### src/rtl/lane_writeback_pkg.sv
// Lane writeback shared definitions: default parameters, FSM state encoding
// and the VRF write-entry payload at default widths.
package lane_writeback_pkg;

   localparam int unsigned DEF_DATA_WIDTH  = 32;
   localparam int unsigned DEF_QUEUE_DEPTH = 4;
   localparam int unsigned DEF_VD_WIDTH    = 5;
   localparam int unsigned DEF_GROUP_WIDTH = 5;
   localparam int unsigned DEF_IDX_WIDTH   = 3;
   localparam int unsigned DEF_MASK_WIDTH  = DEF_DATA_WIDTH / 8;

   // IDLE accepts new results; CROSS_HI holds the second widened beat.
   typedef enum logic [0:0] {
      IDLE     = 1'b0,
      CROSS_HI = 1'b1
   } wbState_e;

   // One queued VRF write at default widths.
   typedef struct packed {
      logic [DEF_VD_WIDTH-1:0]   vd;
      logic                      offset;
      logic [DEF_MASK_WIDTH-1:0] mask;
      logic [DEF_DATA_WIDTH-1:0] data;
      logic                      last;
      logic [DEF_IDX_WIDTH-1:0]  instructionIndex;
   } writeEntry_t;

endpackage

### src/rtl/lane_writeback_if.sv
// Lane writeback bus: upstream result handshake plus VRF write request.
//   master : drives enqueue_* and vrfWriteRequest_ready (producer / VRF side)
//   slave  : the writeback stage itself
interface lane_writeback_if
   import lane_writeback_pkg::*;
#(
   parameter int unsigned DATA_WIDTH  = DEF_DATA_WIDTH,
   parameter int unsigned VD_WIDTH    = DEF_VD_WIDTH,
   parameter int unsigned GROUP_WIDTH = DEF_GROUP_WIDTH,
   parameter int unsigned IDX_WIDTH   = DEF_IDX_WIDTH
);
   localparam int unsigned MASK_WIDTH = DATA_WIDTH / 8;

   logic                   enqueue_valid;
   logic                   enqueue_ready;
   logic [GROUP_WIDTH-1:0] enqueue_bits_groupCounter;
   logic [VD_WIDTH-1:0]    enqueue_bits_vd;
   logic [IDX_WIDTH-1:0]   enqueue_bits_instructionIndex;
   logic                   enqueue_bits_last;
   logic [DATA_WIDTH-1:0]  enqueue_bits_data;
   logic [MASK_WIDTH-1:0]  enqueue_bits_mask;
   logic                   enqueue_bits_crossWrite;
   logic [DATA_WIDTH-1:0]  enqueue_bits_crossWriteData_0;
   logic [DATA_WIDTH-1:0]  enqueue_bits_crossWriteData_1;

   logic                   vrfWriteRequest_valid;
   logic                   vrfWriteRequest_ready;
   logic [VD_WIDTH-1:0]    vrfWriteRequest_bits_vd;
   logic                   vrfWriteRequest_bits_offset;
   logic [MASK_WIDTH-1:0]  vrfWriteRequest_bits_mask;
   logic [DATA_WIDTH-1:0]  vrfWriteRequest_bits_data;
   logic                   vrfWriteRequest_bits_last;
   logic [IDX_WIDTH-1:0]   vrfWriteRequest_bits_instructionIndex;

   modport master (
      output enqueue_valid, enqueue_bits_groupCounter, enqueue_bits_vd,
             enqueue_bits_instructionIndex, enqueue_bits_last, enqueue_bits_data,
             enqueue_bits_mask, enqueue_bits_crossWrite,
             enqueue_bits_crossWriteData_0, enqueue_bits_crossWriteData_1,
             vrfWriteRequest_ready,
      input  enqueue_ready, vrfWriteRequest_valid, vrfWriteRequest_bits_vd,
             vrfWriteRequest_bits_offset, vrfWriteRequest_bits_mask,
             vrfWriteRequest_bits_data, vrfWriteRequest_bits_last,
             vrfWriteRequest_bits_instructionIndex
   );

   modport slave (
      input  enqueue_valid, enqueue_bits_groupCounter, enqueue_bits_vd,
             enqueue_bits_instructionIndex, enqueue_bits_last, enqueue_bits_data,
             enqueue_bits_mask, enqueue_bits_crossWrite,
             enqueue_bits_crossWriteData_0, enqueue_bits_crossWriteData_1,
             vrfWriteRequest_ready,
      output enqueue_ready, vrfWriteRequest_valid, vrfWriteRequest_bits_vd,
             vrfWriteRequest_bits_offset, vrfWriteRequest_bits_mask,
             vrfWriteRequest_bits_data, vrfWriteRequest_bits_last,
             vrfWriteRequest_bits_instructionIndex
   );

endinterface

### src/rtl/lane_write_queue.sv
// In-order circular write queue, no flow-through.
//   clock, reset     : clock, async active-low reset
//   push / pushEntry : write an entry (ignored when full)
//   pop              : retire the head (ignored when empty)
//   full, empty      : occupancy flags
//   count            : occupied entries, 0..DEPTH
//   head             : oldest entry, read straight from storage
module lane_write_queue
   import lane_writeback_pkg::*;
#(
   parameter int unsigned DEPTH   = DEF_QUEUE_DEPTH,
   parameter type         entry_t = writeEntry_t
) (
   input  logic                 clock,
   input  logic                 reset,
   input  logic                 push,
   input  entry_t               pushEntry,
   input  logic                 pop,
   output logic                 full,
   output logic                 empty,
   output logic [$clog2(DEPTH):0] count,
   output entry_t               head
);
   localparam int unsigned PTR_W = $clog2(DEPTH);
   localparam int unsigned CNT_W = PTR_W + 1;

   entry_t           storage [DEPTH];
   logic [PTR_W-1:0] wrPtr;
   logic [PTR_W-1:0] rdPtr;
   logic [CNT_W-1:0] occupancy;
   logic             doPush;
   logic             doPop;

   assign full   = (occupancy == CNT_W'(DEPTH));
   assign empty  = (occupancy == '0);
   assign doPush = push && !full;
   assign doPop  = pop && !empty;

   // Pointers wrap naturally because DEPTH is a power of two.
   always_ff @(posedge clock or negedge reset) begin
      if (!reset) begin
         wrPtr     <= '0;
         rdPtr     <= '0;
         occupancy <= '0;
         for (int unsigned i = 0; i < DEPTH; i++) storage[i] <= '0;
      end else begin
         if (doPush) begin
            storage[wrPtr] <= pushEntry;
            wrPtr          <= wrPtr + PTR_W'(1);
         end
         if (doPop) rdPtr <= rdPtr + PTR_W'(1);
         if (doPush && !doPop)      occupancy <= occupancy + CNT_W'(1);
         else if (doPop && !doPush) occupancy <= occupancy - CNT_W'(1);
      end
   end

   assign count = occupancy;
   assign head  = storage[rdPtr];

endmodule

### src/rtl/lane_writeback_stage.sv
// Lane writeback stage: turns lane results (normal or widened two-beat
// crossWrite) into VRF write requests through an in-order queue, and tracks
// which instruction indices still have writes in flight.
//   clock, reset : clock, async active-low reset
//   bus          : enqueue_* upstream handshake, vrfWriteRequest_* VRF side
//   queueCount   : occupied queue entries
//   pendingMask  : bit i set while instruction i has a queued or held write
module lane_writeback_stage
   import lane_writeback_pkg::*;
#(
   parameter int unsigned DATA_WIDTH  = DEF_DATA_WIDTH,
   parameter int unsigned QUEUE_DEPTH = DEF_QUEUE_DEPTH,
   parameter int unsigned VD_WIDTH    = DEF_VD_WIDTH,
   parameter int unsigned GROUP_WIDTH = DEF_GROUP_WIDTH,
   parameter int unsigned IDX_WIDTH   = DEF_IDX_WIDTH
) (
   input  logic                          clock,
   input  logic                          reset,
   lane_writeback_if.slave               bus,
   output logic [$clog2(QUEUE_DEPTH):0]  queueCount,
   output logic [(2**IDX_WIDTH)-1:0]     pendingMask
);
   localparam int unsigned MASK_WIDTH = DATA_WIDTH / 8;
   localparam int unsigned NUM_IDX    = 2 ** IDX_WIDTH;
   localparam int unsigned ICNT_W     = $clog2(QUEUE_DEPTH + 1) + 1;

   typedef struct packed {
      logic [VD_WIDTH-1:0]   vd;
      logic                  offset;
      logic [MASK_WIDTH-1:0] mask;
      logic [DATA_WIDTH-1:0] data;
      logic                  last;
      logic [IDX_WIDTH-1:0]  instructionIndex;
   } entry_t;

   wbState_e          state;
   wbState_e          nextState;
   entry_t            holdEntry;
   entry_t            pushEntry;
   entry_t            headEntry;
   entry_t            normalEntry;
   entry_t            beat0Entry;
   entry_t            beat1Entry;
   logic              push;
   logic              pop;
   logic              loadHold;
   logic              enqReady;
   logic              qFull;
   logic              qEmpty;
   logic [NUM_IDX-1:0] incVec;
   logic [NUM_IDX-1:0] decVec;
   logic [ICNT_W-1:0] idxCount [NUM_IDX];

   // Register address = vd + (counter >> 1), wrapping; offset = counter LSB.
   function automatic entry_t makeEntry(
      input logic [VD_WIDTH-1:0]   vd,
      input logic [VD_WIDTH-1:0]   step,
      input logic                  offset,
      input logic [MASK_WIDTH-1:0] mask,
      input logic [DATA_WIDTH-1:0] data,
      input logic                  last,
      input logic [IDX_WIDTH-1:0]  idx
   );
      entry_t e;
      e.vd               = vd + step;
      e.offset           = offset;
      e.mask             = mask;
      e.data             = data;
      e.last             = last;
      e.instructionIndex = idx;
      return e;
   endfunction

   // Candidate entries; crossWrite counter is {groupCounter, beat}.
   always_comb begin
      normalEntry = makeEntry(bus.enqueue_bits_vd,
                              VD_WIDTH'(bus.enqueue_bits_groupCounter >> 1),
                              bus.enqueue_bits_groupCounter[0],
                              bus.enqueue_bits_mask, bus.enqueue_bits_data,
                              bus.enqueue_bits_last, bus.enqueue_bits_instructionIndex);
      beat0Entry  = makeEntry(bus.enqueue_bits_vd,
                              VD_WIDTH'(bus.enqueue_bits_groupCounter), 1'b0,
                              bus.enqueue_bits_mask, bus.enqueue_bits_crossWriteData_0,
                              1'b0, bus.enqueue_bits_instructionIndex);
      beat1Entry  = makeEntry(bus.enqueue_bits_vd,
                              VD_WIDTH'(bus.enqueue_bits_groupCounter), 1'b1,
                              bus.enqueue_bits_mask, bus.enqueue_bits_crossWriteData_1,
                              bus.enqueue_bits_last, bus.enqueue_bits_instructionIndex);
   end

   // State and hold register.
   always_ff @(posedge clock or negedge reset) begin
      if (!reset) begin
         state     <= IDLE;
         holdEntry <= '0;
      end else begin
         state <= nextState;
         if (loadHold) holdEntry <= beat1Entry;
      end
   end

   // Next state, enqueue handshake and push selection.
   always_comb begin
      nextState = state;
      enqReady  = 1'b0;
      push      = 1'b0;
      pushEntry = '0;
      loadHold  = 1'b0;
      case (state)
         IDLE: begin
            enqReady = !qFull;
            if (bus.enqueue_valid && !qFull) begin
               push = 1'b1;
               if (bus.enqueue_bits_crossWrite) begin
                  pushEntry = beat0Entry;
                  loadHold  = 1'b1;
                  nextState = CROSS_HI;
               end else begin
                  pushEntry = normalEntry;
               end
            end
         end
         CROSS_HI: begin
            if (!qFull) begin
               push      = 1'b1;
               pushEntry = holdEntry;
               nextState = IDLE;
            end
         end
         default: nextState = IDLE;
      endcase
   end

   assign pop = !qEmpty && bus.vrfWriteRequest_ready;

   lane_write_queue #(
      .DEPTH   (QUEUE_DEPTH),
      .entry_t (entry_t)
   ) uQueue (
      .clock     (clock),
      .reset     (reset),
      .push      (push),
      .pushEntry (pushEntry),
      .pop       (pop),
      .full      (qFull),
      .empty     (qEmpty),
      .count     (queueCount),
      .head      (headEntry)
   );

   // Per-index push/pop strobes.
   always_comb begin
      incVec = '0;
      decVec = '0;
      for (int unsigned i = 0; i < NUM_IDX; i++) begin
         incVec[i] = push && (pushEntry.instructionIndex == IDX_WIDTH'(i));
         decVec[i] = pop && (headEntry.instructionIndex == IDX_WIDTH'(i));
      end
   end

   // Outstanding-write counters; simultaneous push and pop cancel.
   always_ff @(posedge clock or negedge reset) begin
      if (!reset) begin
         for (int unsigned i = 0; i < NUM_IDX; i++) idxCount[i] <= '0;
      end else begin
         for (int unsigned i = 0; i < NUM_IDX; i++) begin
            if (incVec[i] && !decVec[i])      idxCount[i] <= idxCount[i] + ICNT_W'(1);
            else if (decVec[i] && !incVec[i]) idxCount[i] <= idxCount[i] - ICNT_W'(1);
         end
      end
   end

   // The held beat1 is not yet counted, so it contributes directly.
   always_comb begin
      pendingMask = '0;
      for (int unsigned i = 0; i < NUM_IDX; i++) begin
         pendingMask[i] = (idxCount[i] != '0) ||
                          ((state == CROSS_HI) && (holdEntry.instructionIndex == IDX_WIDTH'(i)));
      end
   end

   assign bus.enqueue_ready                        = enqReady;
   assign bus.vrfWriteRequest_valid                = !qEmpty;
   assign bus.vrfWriteRequest_bits_vd              = headEntry.vd;
   assign bus.vrfWriteRequest_bits_offset          = headEntry.offset;
   assign bus.vrfWriteRequest_bits_mask            = headEntry.mask;
   assign bus.vrfWriteRequest_bits_data            = headEntry.data;
   assign bus.vrfWriteRequest_bits_last            = headEntry.last;
   assign bus.vrfWriteRequest_bits_instructionIndex = headEntry.instructionIndex;

endmodule

### src/flat_wrapper.sv
// flat-port wrapper written by rule: the top's interface ports become plain ports
module lane_writeback_stage_flat import lane_writeback_pkg::*;
#(
   parameter int unsigned DATA_WIDTH  = DEF_DATA_WIDTH,
   parameter int unsigned QUEUE_DEPTH = DEF_QUEUE_DEPTH,
   parameter int unsigned VD_WIDTH    = DEF_VD_WIDTH,
   parameter int unsigned GROUP_WIDTH = DEF_GROUP_WIDTH,
   parameter int unsigned IDX_WIDTH   = DEF_IDX_WIDTH
)
  (clock, reset, queueCount, pendingMask, bus_enqueue_valid, bus_enqueue_bits_groupCounter, bus_enqueue_bits_vd, bus_enqueue_bits_instructionIndex, bus_enqueue_bits_last, bus_enqueue_bits_data, bus_enqueue_bits_mask, bus_enqueue_bits_crossWrite, bus_enqueue_bits_crossWriteData_0, bus_enqueue_bits_crossWriteData_1, bus_vrfWriteRequest_ready, bus_enqueue_ready, bus_vrfWriteRequest_valid, bus_vrfWriteRequest_bits_vd, bus_vrfWriteRequest_bits_offset, bus_vrfWriteRequest_bits_mask, bus_vrfWriteRequest_bits_data, bus_vrfWriteRequest_bits_last, bus_vrfWriteRequest_bits_instructionIndex);
  lane_writeback_if #(.DATA_WIDTH(DATA_WIDTH), .VD_WIDTH(VD_WIDTH), .GROUP_WIDTH(GROUP_WIDTH), .IDX_WIDTH(IDX_WIDTH)) bus_i ();
  input  logic clock;
  input  logic reset;
  output logic [$clog2(QUEUE_DEPTH):0] queueCount;
  output logic [(2**IDX_WIDTH)-1:0] pendingMask;
  input wire logic [$bits(bus_i.enqueue_valid)-1:0] bus_enqueue_valid;
  input wire logic [$bits(bus_i.enqueue_bits_groupCounter)-1:0] bus_enqueue_bits_groupCounter;
  input wire logic [$bits(bus_i.enqueue_bits_vd)-1:0] bus_enqueue_bits_vd;
  input wire logic [$bits(bus_i.enqueue_bits_instructionIndex)-1:0] bus_enqueue_bits_instructionIndex;
  input wire logic [$bits(bus_i.enqueue_bits_last)-1:0] bus_enqueue_bits_last;
  input wire logic [$bits(bus_i.enqueue_bits_data)-1:0] bus_enqueue_bits_data;
  input wire logic [$bits(bus_i.enqueue_bits_mask)-1:0] bus_enqueue_bits_mask;
  input wire logic [$bits(bus_i.enqueue_bits_crossWrite)-1:0] bus_enqueue_bits_crossWrite;
  input wire logic [$bits(bus_i.enqueue_bits_crossWriteData_0)-1:0] bus_enqueue_bits_crossWriteData_0;
  input wire logic [$bits(bus_i.enqueue_bits_crossWriteData_1)-1:0] bus_enqueue_bits_crossWriteData_1;
  input wire logic [$bits(bus_i.vrfWriteRequest_ready)-1:0] bus_vrfWriteRequest_ready;
  output wire logic [$bits(bus_i.enqueue_ready)-1:0] bus_enqueue_ready;
  output wire logic [$bits(bus_i.vrfWriteRequest_valid)-1:0] bus_vrfWriteRequest_valid;
  output wire logic [$bits(bus_i.vrfWriteRequest_bits_vd)-1:0] bus_vrfWriteRequest_bits_vd;
  output wire logic [$bits(bus_i.vrfWriteRequest_bits_offset)-1:0] bus_vrfWriteRequest_bits_offset;
  output wire logic [$bits(bus_i.vrfWriteRequest_bits_mask)-1:0] bus_vrfWriteRequest_bits_mask;
  output wire logic [$bits(bus_i.vrfWriteRequest_bits_data)-1:0] bus_vrfWriteRequest_bits_data;
  output wire logic [$bits(bus_i.vrfWriteRequest_bits_last)-1:0] bus_vrfWriteRequest_bits_last;
  output wire logic [$bits(bus_i.vrfWriteRequest_bits_instructionIndex)-1:0] bus_vrfWriteRequest_bits_instructionIndex;
  assign bus_i.enqueue_valid = bus_enqueue_valid;
  assign bus_i.enqueue_bits_groupCounter = bus_enqueue_bits_groupCounter;
  assign bus_i.enqueue_bits_vd = bus_enqueue_bits_vd;
  assign bus_i.enqueue_bits_instructionIndex = bus_enqueue_bits_instructionIndex;
  assign bus_i.enqueue_bits_last = bus_enqueue_bits_last;
  assign bus_i.enqueue_bits_data = bus_enqueue_bits_data;
  assign bus_i.enqueue_bits_mask = bus_enqueue_bits_mask;
  assign bus_i.enqueue_bits_crossWrite = bus_enqueue_bits_crossWrite;
  assign bus_i.enqueue_bits_crossWriteData_0 = bus_enqueue_bits_crossWriteData_0;
  assign bus_i.enqueue_bits_crossWriteData_1 = bus_enqueue_bits_crossWriteData_1;
  assign bus_i.vrfWriteRequest_ready = bus_vrfWriteRequest_ready;
  assign bus_enqueue_ready = bus_i.enqueue_ready;
  assign bus_vrfWriteRequest_valid = bus_i.vrfWriteRequest_valid;
  assign bus_vrfWriteRequest_bits_vd = bus_i.vrfWriteRequest_bits_vd;
  assign bus_vrfWriteRequest_bits_offset = bus_i.vrfWriteRequest_bits_offset;
  assign bus_vrfWriteRequest_bits_mask = bus_i.vrfWriteRequest_bits_mask;
  assign bus_vrfWriteRequest_bits_data = bus_i.vrfWriteRequest_bits_data;
  assign bus_vrfWriteRequest_bits_last = bus_i.vrfWriteRequest_bits_last;
  assign bus_vrfWriteRequest_bits_instructionIndex = bus_i.vrfWriteRequest_bits_instructionIndex;
  lane_writeback_stage #(.DATA_WIDTH(DATA_WIDTH), .QUEUE_DEPTH(QUEUE_DEPTH), .VD_WIDTH(VD_WIDTH), .GROUP_WIDTH(GROUP_WIDTH), .IDX_WIDTH(IDX_WIDTH)) u_core (.clock(clock), .reset(reset), .bus(bus_i), .queueCount(queueCount), .pendingMask(pendingMask));
endmodule
### config.mk
export PLATFORM = sky130hd
export DESIGN_NAME = lane_writeback_stage_flat
export DESIGN_NICKNAME = d
export VERILOG_FILES = /design/src/rtl/lane_writeback_pkg.sv /design/src/rtl/lane_writeback_if.sv /design/src/rtl/lane_write_queue.sv /design/src/rtl/lane_writeback_stage.sv /design/src/flat_wrapper.sv
export SDC_FILE = /design/constraint.sdc
export NUM_CORES = 1
export LEC_CHECK = 0
export BUFFER_PORTS_ARGS = -buffer_cell sky130_fd_sc_hd__buf_2
export CORE_MARGIN = 4
export CORE_UTILIZATION = 45
export CTS_BUF_LIST = sky130_fd_sc_hd__clkbuf_8 sky130_fd_sc_hd__clkbuf_16
export DETAILED_ROUTE_END_ITERATION = 8
export PLACE_DENSITY_LB_ADDON = 0.15
export SLEW_MARGIN = 20
export SYNTH_ARGS = -nofsm -noshare
export SYNTH_HDL_FRONTEND = slang
export SYNTH_HIERARCHICAL = 1
export SYNTH_SLANG_ARGS = --single-unit
### constraint.sdc
create_clock -name clock -period 2.95 [get_ports clock]
set_clock_uncertainty 0.05 [all_clocks]
set_input_delay 0.4425 -clock clock [delete_from_list [all_inputs] [get_ports clock]]
set_output_delay 0.4425 -clock clock [all_outputs]
set_load 0.01 [all_outputs]
==> Word-level counts from Yosys, hierarchy flattened <==
Index checks and enable logic that the tools add are counted.
{ "totals": {"register_bits": 270, "input_bits": 119, "output_inout_bits": 59, "wordCells": 225} }
{ "classes": {"addsub": 22, "order_cmp": 3, "n_eq_ne": 22, "mux": 37, "bitwise_logic": 3, "reduce_logical": 96} }
{ "ops": {"columns": ["operator", "n"], "rows": [
  ["46-bit 2-to-1 mux", 6],
  ["184-bit bitwise mux", 1],
  ["46-bit binary-select mux with 2-bit select", 1],
  ["46-bit demux with 2-bit select", 1],
  ["46-bit one-hot mux with 2 select lines", 1],
  ["4-bit 2-to-1 mux", 16],
  ["1-bit logical AND", 47],
  ["3-bit equality test, second input constant", 13],
  ["4-bit by 1-bit adder with 4-bit output, second input constant", 8],
  ["4-bit nonzero test", 8],
  ["4-bit by 1-bit subtractor with 4-bit output, second input constant", 8],
  ["1-bit zero test", 20],
  ["3-bit by 2-bit equality test with 1-bit output, second input constant", 6],
  ["2-bit nonzero test", 9],
  ["3-bit zero test", 4],
  ["3-bit by 1-bit equality test with 1-bit output, second input constant", 3],
  ["1-bit logical OR", 8],
  ["1-bit 2-to-1 mux", 7],
  ["3-bit >= comparator, second input constant", 2],
  ["3-bit 2-to-1 mux", 2],
  ["2-bit inverter with 3-bit output", 2],
  ["5-bit by 4-bit adder with 5-bit output", 1],
  ["5-bit adder", 1],
  ["2-bit by 1-bit adder with 2-bit output, second input constant", 2],
  ["other kinds (5)", 6]
]} }

==> Logic depth before layout (Yosys ltp) <==
Gate-level depths: netlist (run 1).
{ "logic_depth": {"word_depth": 11, "depth_mapped": 13, "ltp_nobuf": 12} }

==> Hierarchy <==
Netlist (run 1), hierarchy kept.
{ "modules_own_cells": {"columns": ["module", "instances", "cells_per_inst", "area_each_um2", "seq_area_each_um2"], "rows": [
  ["lane_write_queue", 1, 478, 8405.6, 4779.6],
  ["lane_writeback_stage", 1, 630, 5439.0, 1976.9]
]} }

==> Least setup slack after synthesis (run 1) <==
No wires, ideal clock.
{ "synth_path": {"path_kind": "reg-to-reg", "startpoint": "register u_core.uQueue.rdPtr[0]", "endpoint": "register u_core/idxCount[7] (netlist bit)", "setup_ns": 0.136, "arrival_time_ns": 3.091, "required_ns": 2.764, "slack_ns": -0.327, "stages_incl_launch_ff": 12, "n_path_buf": 2, "period_less_slack_ns": 3.277, "path_cell_list": "dfrtp_1 -> buf_2 -> buf_2 -> mux4_2 -> nor2b_1 -> nand3_1 -> ha_1 -> inv_1 -> ha_1 -> a21o_1 -> a2111oi_0 -> o31ai_1"} }
{ "synth_via": {"elab_chain_len": 9, "word_cells_on_any_way": 11, "classes_between": "1 x eq/ne; 4 x mux; 1 x bitwise; 5 x reduce/logical"} }
{ "synth_rtl": {"columns": ["element", "line_no", "source"], "rows": [
  ["start: declaration", "lane_write_queue.sv:29", "logic [PTR_W-1:0] rdPtr;"],
  ["start signal: assignment", "lane_write_queue.sv:51", "if (doPop) rdPtr <= rdPtr + PTR_W'(1);"],
  ["2-bit inverter with 3-bit output (not written as such) (*)", "lane_write_queue.sv:58", "assign head = storage[rdPtr];"],
  ["46-bit binary-select mux with 2-bit select (*)", "lane_write_queue.sv:58", null],
  ["46-bit 2-to-1 mux (not written as such) (*) (2 in a row)", "lane_write_queue.sv:58", null],
  ["via bus_vrfWriteRequest_bits_instructionIndex[0]", "flat_wrapper.sv:34", "output wire logic [$bits(bus_i.vrfWriteRequest_bits_instructionIndex)-1:0] bus_vrfWriteRequest_bits_instructio ..."],
  ["3-bit equality test (*)", "lane_writeback_stage.sv:157", "decVec[i] = pop && (headEntry.instructionIndex == IDX_WIDTH'(i));"],
  ["1-bit logical AND (*)", "lane_writeback_stage.sv:157", null],
  ["1-bit zero test", "lane_writeback_stage.sv:167", "if (incVec[i] && !decVec[i]) idxCount[i] <= idxCount[i] + ICNT_W'(1);"],
  ["1-bit logical AND", "lane_writeback_stage.sv:167", null],
  ["4-bit 2-to-1 mux or 2-bit nonzero test (tied branches)", null, null],
  ["end signal: indexed assignment", "lane_writeback_stage.sv:167", null],
  ["end signal: indexed assignment", "lane_writeback_stage.sv:168", "else if (decVec[i] && !incVec[i]) idxCount[i] <= idxCount[i] - ICNT_W'(1);"],
  ["end: declaration", "lane_writeback_stage.sv:52", "logic [ICNT_W-1:0] idxCount [NUM_IDX];"]
]} }
Mark *: on every way through the listed nets, which the timed path passes. The rest lies on a longest branch. The select of a mux whose other input is x is not followed.
A chain may end at the register's enable or synchronous reset.

==> Worst setup path after layout (run 1) <==
{ "layout_path": {"startpoint": "register u_core.uQueue.rdPtr[0]", "endpoint": "register u_core/idxCount[3] (netlist bit)"} }
{ "layout_via": {"elab_chain_len": 9, "word_cells_on_any_way": 11, "classes_between": "1 x eq/ne; 4 x mux; 1 x bitwise; 5 x reduce/logical"} }
{ "layout_rtl": {"columns": ["element", "line_no"], "rows": [
  ["2-bit inverter with 3-bit output (not written as such) (*)", "lane_write_queue.sv:58"],
  ["46-bit binary-select mux with 2-bit select (*)", "lane_write_queue.sv:58"],
  ["46-bit 2-to-1 mux (not written as such) (*) (2 in a row)", "lane_write_queue.sv:58"],
  ["3-bit equality test (*)", "lane_writeback_stage.sv:157"],
  ["1-bit logical AND (*)", "lane_writeback_stage.sv:157"],
  ["1-bit zero test", "lane_writeback_stage.sv:167"],
  ["1-bit logical AND", "lane_writeback_stage.sv:167"],
  ["4-bit 2-to-1 mux or 2-bit nonzero test (tied branches)", null]
]} }
Mark *: on every way between the ends. The rest lies on a longest branch, timed or not. The select of a mux whose other input is x is not followed.

==> impl_metrics.toml, run 1 <==
[detailed_routing]
first_pass_iters = 4
drt_wl_total_um = 32100
ant_nets = 0
drt_iter0_markers = 510
vias = 9131
drc = 0
wl_per_cell_um = 18.7
avgViaCountPerCell = 5.33

[sta]
finalCritPeriodShare_pct = 97.1
hold_viol_final = 0
fin_ws_ns = 0.0866
finalMaxSlewViolations = 0
slew_headroom_pct = 49.9
hold_slack_ns = 0.0251
rsz0062_at_grt = "yes"
min_period_ns = 2.86
worst_pin_slew_ns = 0.752
fmax_ghz = 0.349
setup_viol = 0

[cells_and_area]
fin_cells = 1714
nets = 1467
fin_area_um2 = 16200
layout_common_cells = "dfrtp_1, nand2_1, mux2_2"
antenna_cells = 0
area_delta_synth_final_pct = 17.3
fin_util_pct = 54.1
post_route_cells_drive_above_1_share_pct = 40.7
layout_commonest_cell = "dfrtp_1"

[die]
core.rowCount = 63
chipWidth_um = 183
ios = 178
die_area_um2 = 33600
core_um2 = 30000
initial_utilization_pct = 46.1
dieHeight_um = 183

[setup_path]
startpoint_type = "flip-flop"
cp_top_family = "compound AO/OA/AOI/OAI gates"
cp.arrival_ns = 3.23
reg2reg_from = "u_core/uQueue/rdPtr[0]"
r2r_cells = 9
path_cells = "mux4_2 > and2_1 > nand3_1 > ha_1 > inv_1 > ha_1 > a21o_1 > a2111oi_2 > o31ai_1"
cp_max_fo = 5
crit_type = "reg2reg"
required_ns = 3.32
critical_path.startpoint = "u_core/uQueue/rdPtr[0]"
cp.depth = 9
max_stage_delay_ns = 0.57
crit_slowest_cell = "mux4_2"
critical_path_buf_inv_count = 1
end_kind = "flip-flop"
cp_common_cell = "ha_1"

[grt]
antenna_found_initial = 1
top_usage_layer = "met2"
met2_usage_pct = 30.5
grt_pass1_wl_um = 52000
gr-total-overflow = 0
met1_usage_pct = 27.6
grt_pass1_vias = 9490
track_usage_pct = 19.1
grt_use_met3_pct = 3.79
grt_max_degree = 88

[logic_synthesis]
synth_cells = 1108
syn-num-nets = 1275
synth.distinct_cells = 49
synth_area_um2 = 13800
ys_ff_latch = 270
ys_seq_area_share_pct = 48.8
avgSynthCellArea_um2 = 12.5
yosys_warnings = 6

[clocking]
path_clk_slew_ns = 0.06
cts.path.max_buffers = 3
root_buffer = "clkbuf_16"
numCtsBuffers = 31
cts_tree = "built"
htree_levels = 1
clock-sinks = 270
clk_latency_ns = 0.56

[place]
dp.cells = 1649
placement.io_buffers = 177
dp_slack_ns = -0.0333
gp_congestion = 0.803
placed_area_um2 = 15100
dp_hpwl_um = 21200

[hold_path]
hold_start = "bus_enqueue_bits_crossWriteData_1[12]"
timing.hold.worst.class = "in2reg"
hold_depth = 3

[job]
drv_cap = 0

[pwr]
p_per_area_nw_per_um2 = 1070
ir_worst_vdd_mv = 0.677
p_leak_nw = 7.66

[run_status]
status = "completed"
-- tightest hold or removal path, delay by kind of cell --
kind	cells	cell delay (ns)
simple gates	2	0.08
buf+inv	1	0.08
-- worst paths after layout --
| check | to | slack (ns) |
|---|---|---|
| min in group asynchronous | u_core/idxCount[20] | 0.33 |
| worst max register to register | u_core/idxCount[3] | 0.09 |
| max in group asynchronous | u_core/uQueue/storage[12] | 1.70 |
| worst max-delay path | u_core/idxCount[3] | 0.09 |
| worst min register to register | u_core/holdEntry[17] | 0.42 |
| worst min-delay path | u_core/holdEntry[16] | 0.03 |
-- flip-flops by register name, summed over array words and instances (netlist names) --
register               flops
u_core/holdEntry          46
u_core/idxCount           32
u_core/state               1
u_core/uQueue/count        3
u_core/uQueue/storage    184
u_core/uQueue/wrPtr        2
u_core/uQueue/rdPtr        2
-- layer usage --
metal	share of wire, %	up-vias
met5	0.040	-
met4	1.5	2
met3	5.8	32
met2	47	178
met1	45	4577
li1	-	4342
-- timing repair --
item                                    CTS  global route
hold buffers                              6             0
buffers inserted                          0             2
gates resized for setup                   2            26
endpoints found under the hold margin    51             0
endpoints found under the setup margin   35             8
pin swaps                                 0             2
-- cell type report --
type	count	area (µm²)
Clock inverter	21	171
Inverter	18	67.6
Timing Repair Buffer	218	1270
Sequential cell	270	6760
Clock buffer	36	845
Fill cell	2586	13800
Tap cell	390	488
Multi-Input combinational cell	761	6630
-- cells in the mapped netlist (all sizes together) --
library cell  number  share of area [%]
nor4               8               0.36
nor3b              3               0.28
nor2              11               0.37
fa                11                1.6
xor2               5               0.32
nor3              33                1.2
mux2i             41                3.0
inv               18               0.49
o21ai             62                2.2
nand3              5               0.18
a21oi             12               0.43
mux2             194                 16
a2111oi           10               0.72
buf               23                1.3
nand2b             8               0.36
a22oi              1              0.054
a211oi             1              0.054
mux4              46                7.5
o31ai             10               0.54
a21o              13               0.70
nor2b              6               0.29
nand3b             1              0.054
and4               1              0.063
xnor2             21                1.3
and2               3               0.15
dfrtp            270                 49
ha                37                3.3
a22o               6               0.38
a311oi             1              0.063
nand2            208                5.7
or3b               1              0.063
and2b              1              0.063
clkbuf            36                2.2
nor4b              1               0.11
-- power by group --
part	leakage, nW	internal [W]	switching, W	total [W]
combinational	3.68	0.00370	0.00369	0.00739
sequential	3.45	0.00521	0.000917	0.00613
clock	0.524	0.00222	0.00156	0.00378
total	7.66	0.0111	0.00617	0.0173
-- kinds of logic (layout without fill, tap and decap cells) --
kind of cell / Yosys count / in the layout / share of synthesized area [%]
DFF: 270 / 270 / 48.8
AOI/OAI and AO/OA: 116 / 116 / 5.20
adders and majority gates: 48 / 48 / 4.93
xor gates and xnor gates: 26 / 26 / 1.64
muxes: 281 / 281 / 26.2
buffers and inverters: 77 / 293 / 3.99
and+or+nand+nor: 290 / 290 / 9.20
-- stage by stage --
step           total power, W  TNS, ns
6_report               0.0173        0
5_1_grt                0.0186  -0.0539
4_1_cts                0.0174        0
3_5_place_dp           0.0136  -0.0333
3_3_place_gp           0.0134        0
2_1_floorplan          0.0114        0
(Power assumes the default switching activity.)
==> inputs of run 2 (changes only) <==
- ABC_AREA: default -> 1
==> impl_metrics.toml, run 2 <==
[clocking]
cts.path.max_buffers = 3
cts_tree = "built"
numCtsBuffers = 29
clock-sinks = 270
path_clk_slew_ns = 0.06
htree_levels = 1
clk_latency_ns = 0.55
root_buffer = "clkbuf_16"

[cells_and_area]
layout_common_cells = "nand2_1, dfrtp_1, nand4_1"
layout_commonest_cell = "nand2_1"
reg.largest.list = "u_core/uQueue/storage (184), u_core/holdEntry (46), u_core/idxCount (32)"
fin_util_pct = 52.8
largest_reg_flops = 184
antenna_cells = 0
area_delta_synth_final_pct = 14.8
top_register = "u_core/uQueue/storage"
seq_area_um2 = 6760
multi_input_area_um2 = 6940
fillers = 3132
nets = 2150
post_route_cells_drive_above_1_share_pct = 15.7

[sta]
min_period_ns = 2.79
worst_pin_slew_ns = 0.902
hold_viol_final = 0
finalMaxSlewViolations = 0
fmax_ghz = 0.358
setup_viol = 0
slew_headroom_pct = 39.9
finalCritPeriodShare_pct = 94.7
rsz0062_at_grt = "yes"

[logic_synthesis]
yosys_warnings = 6
avgSynthCellArea_um2 = 7.92
synth.distinct_cells = 38
synth_edf_count = 0
synth_area_um2 = 14600
synthMostInstantiatedCell = "nand2_1"
synth.area.top_cells = "dfrtp_1, nand2_1, nand4_1"
synth-async-reset-ratio_pct = 100
yosys.area.top_type = "dfrtp_1"
ys_ff_latch = 270
synthFlopType = "dfrtp_1"
synth_top_area_share_pct = 46.2
syn-num-nets = 2015
yosys-top-cells-count = "nand2_1, dfrtp_1, nand4_1"
synth_cells = 1848
ys_seq_area_share_pct = 46.2

[die]
core_um2 = 31800
initial_utilization_pct = 46.0
core.rowCount = 65
chipWidth_um = 188
die_area_um2 = 35500
dieHeight_um = 188
ios = 178

[detailed_routing]
drt_wl_total_um = 42100
avgViaCountPerCell = 5.37
wl_per_cell_um = 17.3
first_pass_iters = 5
ant_nets = 0
vias = 13100
drt_iter0_markers = 1323
drc = 0

[pwr]
p_leak_nw = 8.73
p_per_area_nw_per_um2 = 1150
ir_worst_vdd_mv = 0.529
finalPower_w = 0.0193

[place]
gp_congestion = 0.795
dp_hpwl_um = 26500
placement.io_buffers = 177

[grt]
grt_pass1_wl_um = 68200
track_usage_pct = 23.1
grt_max_degree = 191
gr-total-overflow = 0
antenna_found_initial = 0
grt_pass1_vias = 12900

[run_status]
status = "completed"

[setup_path]
required_ns = 3.33
cp.arrival_ns = 3.17
rrSetupSlack_ns = 0.16
end_kind = "flip-flop"
crit_type = "reg2reg"
cp_max_fo = 5
startpoint_type = "flip-flop"

[job]
drv_cap = 0

[hold_path]
timing.hold.worst.class = "in2reg"
## run 2: cell count changes after synthesis, moves of 44 or more
cell,before,now
nor2_1,7,165
buf_2,14,75
nand2_1,207,674
nand4_1,0,185
o21ai_1,2,46
nand3_1,5,57
o21ai_0,60,120
mux2_2,194,8
mux4_2,46,0
## run 2: critical path: stages (launching register included)
cell	delay [ns]
dfrtp_2	0.45
nand2_8	0.09
inv_2	0.06
inv_2	0.06
nand2_2	0.08
nor2_4	0.21
inv_2	0.08
o21ai_4	0.23
inv_2	0.09
nor2_1	0.12
ha_1	0.21
inv_1	0.10
ha_1	0.33
a21oi_1	0.13
nand2_1	0.07
and2_1	0.14
o21bai_1	0.12
nand2_1	0.06
## run 2: cells by family after synthesis
family | count (synthesis) | synth area share [%]
DFF | 270 | 46.2
and+or+nand+nor | 1108 | 32.9
buffers and inverters | 186 | 6.83
muxes | 8 | 0.616
xor gates and xnor gates | 28 | 1.68
adders and majority gates | 48 | 4.67
AOI/OAI and AO/OA | 200 | 7.15
## run 2: timing repair
action | 4_1_cts | 5_1_grt
hold buffers | 1 | 0
setup buffers | 0 | 4
resized for setup | 0 | 12
setup endpoints to repair | 0 | 21
endpoints found under the hold margin | 66 | 0
## run 2: routing by layer
metal	up-vias	part of all wire, %	GRT usage (%)
met2	396	47	38.0
li1	6387	-	-
met3	52	6.2	3.74
met5	-	0	0
met4	0	1.6	4.93
met1	6274	45	32.5
## run 2: through the flow
step           setup WS [ns]  hold slack, ns  instances  cell area (µm²)  setup TNS, ns
6_report               0.157          0.0439       2440            16800              0
3_3_place_gp           0.140           0.392       2382            15800              0
2_1_floorplan         0.0256          0.0969       1848            14600              0
5_1_grt              -0.0193          0.0273       2440            16800        -0.0535
3_5_place_dp          0.0324           0.399       2382            15800              0
4_1_cts               0.0217          0.0122       2436            16700              0
## run 2: final timing paths
path / from / end / depth (start not counted)
worst min register to register: u_core/holdEntry[40] / u_core/holdEntry[40] / 2
max in group asynchronous: reset / u_core/uQueue/rdPtr[0] / 3
worst max register to register: u_core/uQueue/count[2] / u_core/idxCount[15] / 17
worst max-delay path: u_core/uQueue/count[2] / u_core/idxCount[15] / 17
worst min-delay path: bus_enqueue_bits_crossWriteData_1[3] / u_core/holdEntry[7] / 3
min in group asynchronous: reset / u_core/uQueue/storage[172] / 2
## run 2: power by group
group          total [W]  switching (W)  internal [W]
Sequential       0.00646        0.00106       0.00540
Clock            0.00347        0.00146       0.00201
Combinational    0.00940        0.00614       0.00326
## run 2: area by class of cell
type | instances | area share, %
clock buffers | 35 | 4.81
clock inverters | 18 | 0.633
inverters | 57 | 1.29
multi-input cells | 1392 | 41.3
flip-flops and latches | 270 | 40.3
well taps | 435 | 3.24
repair buffers | 233 | 8.42
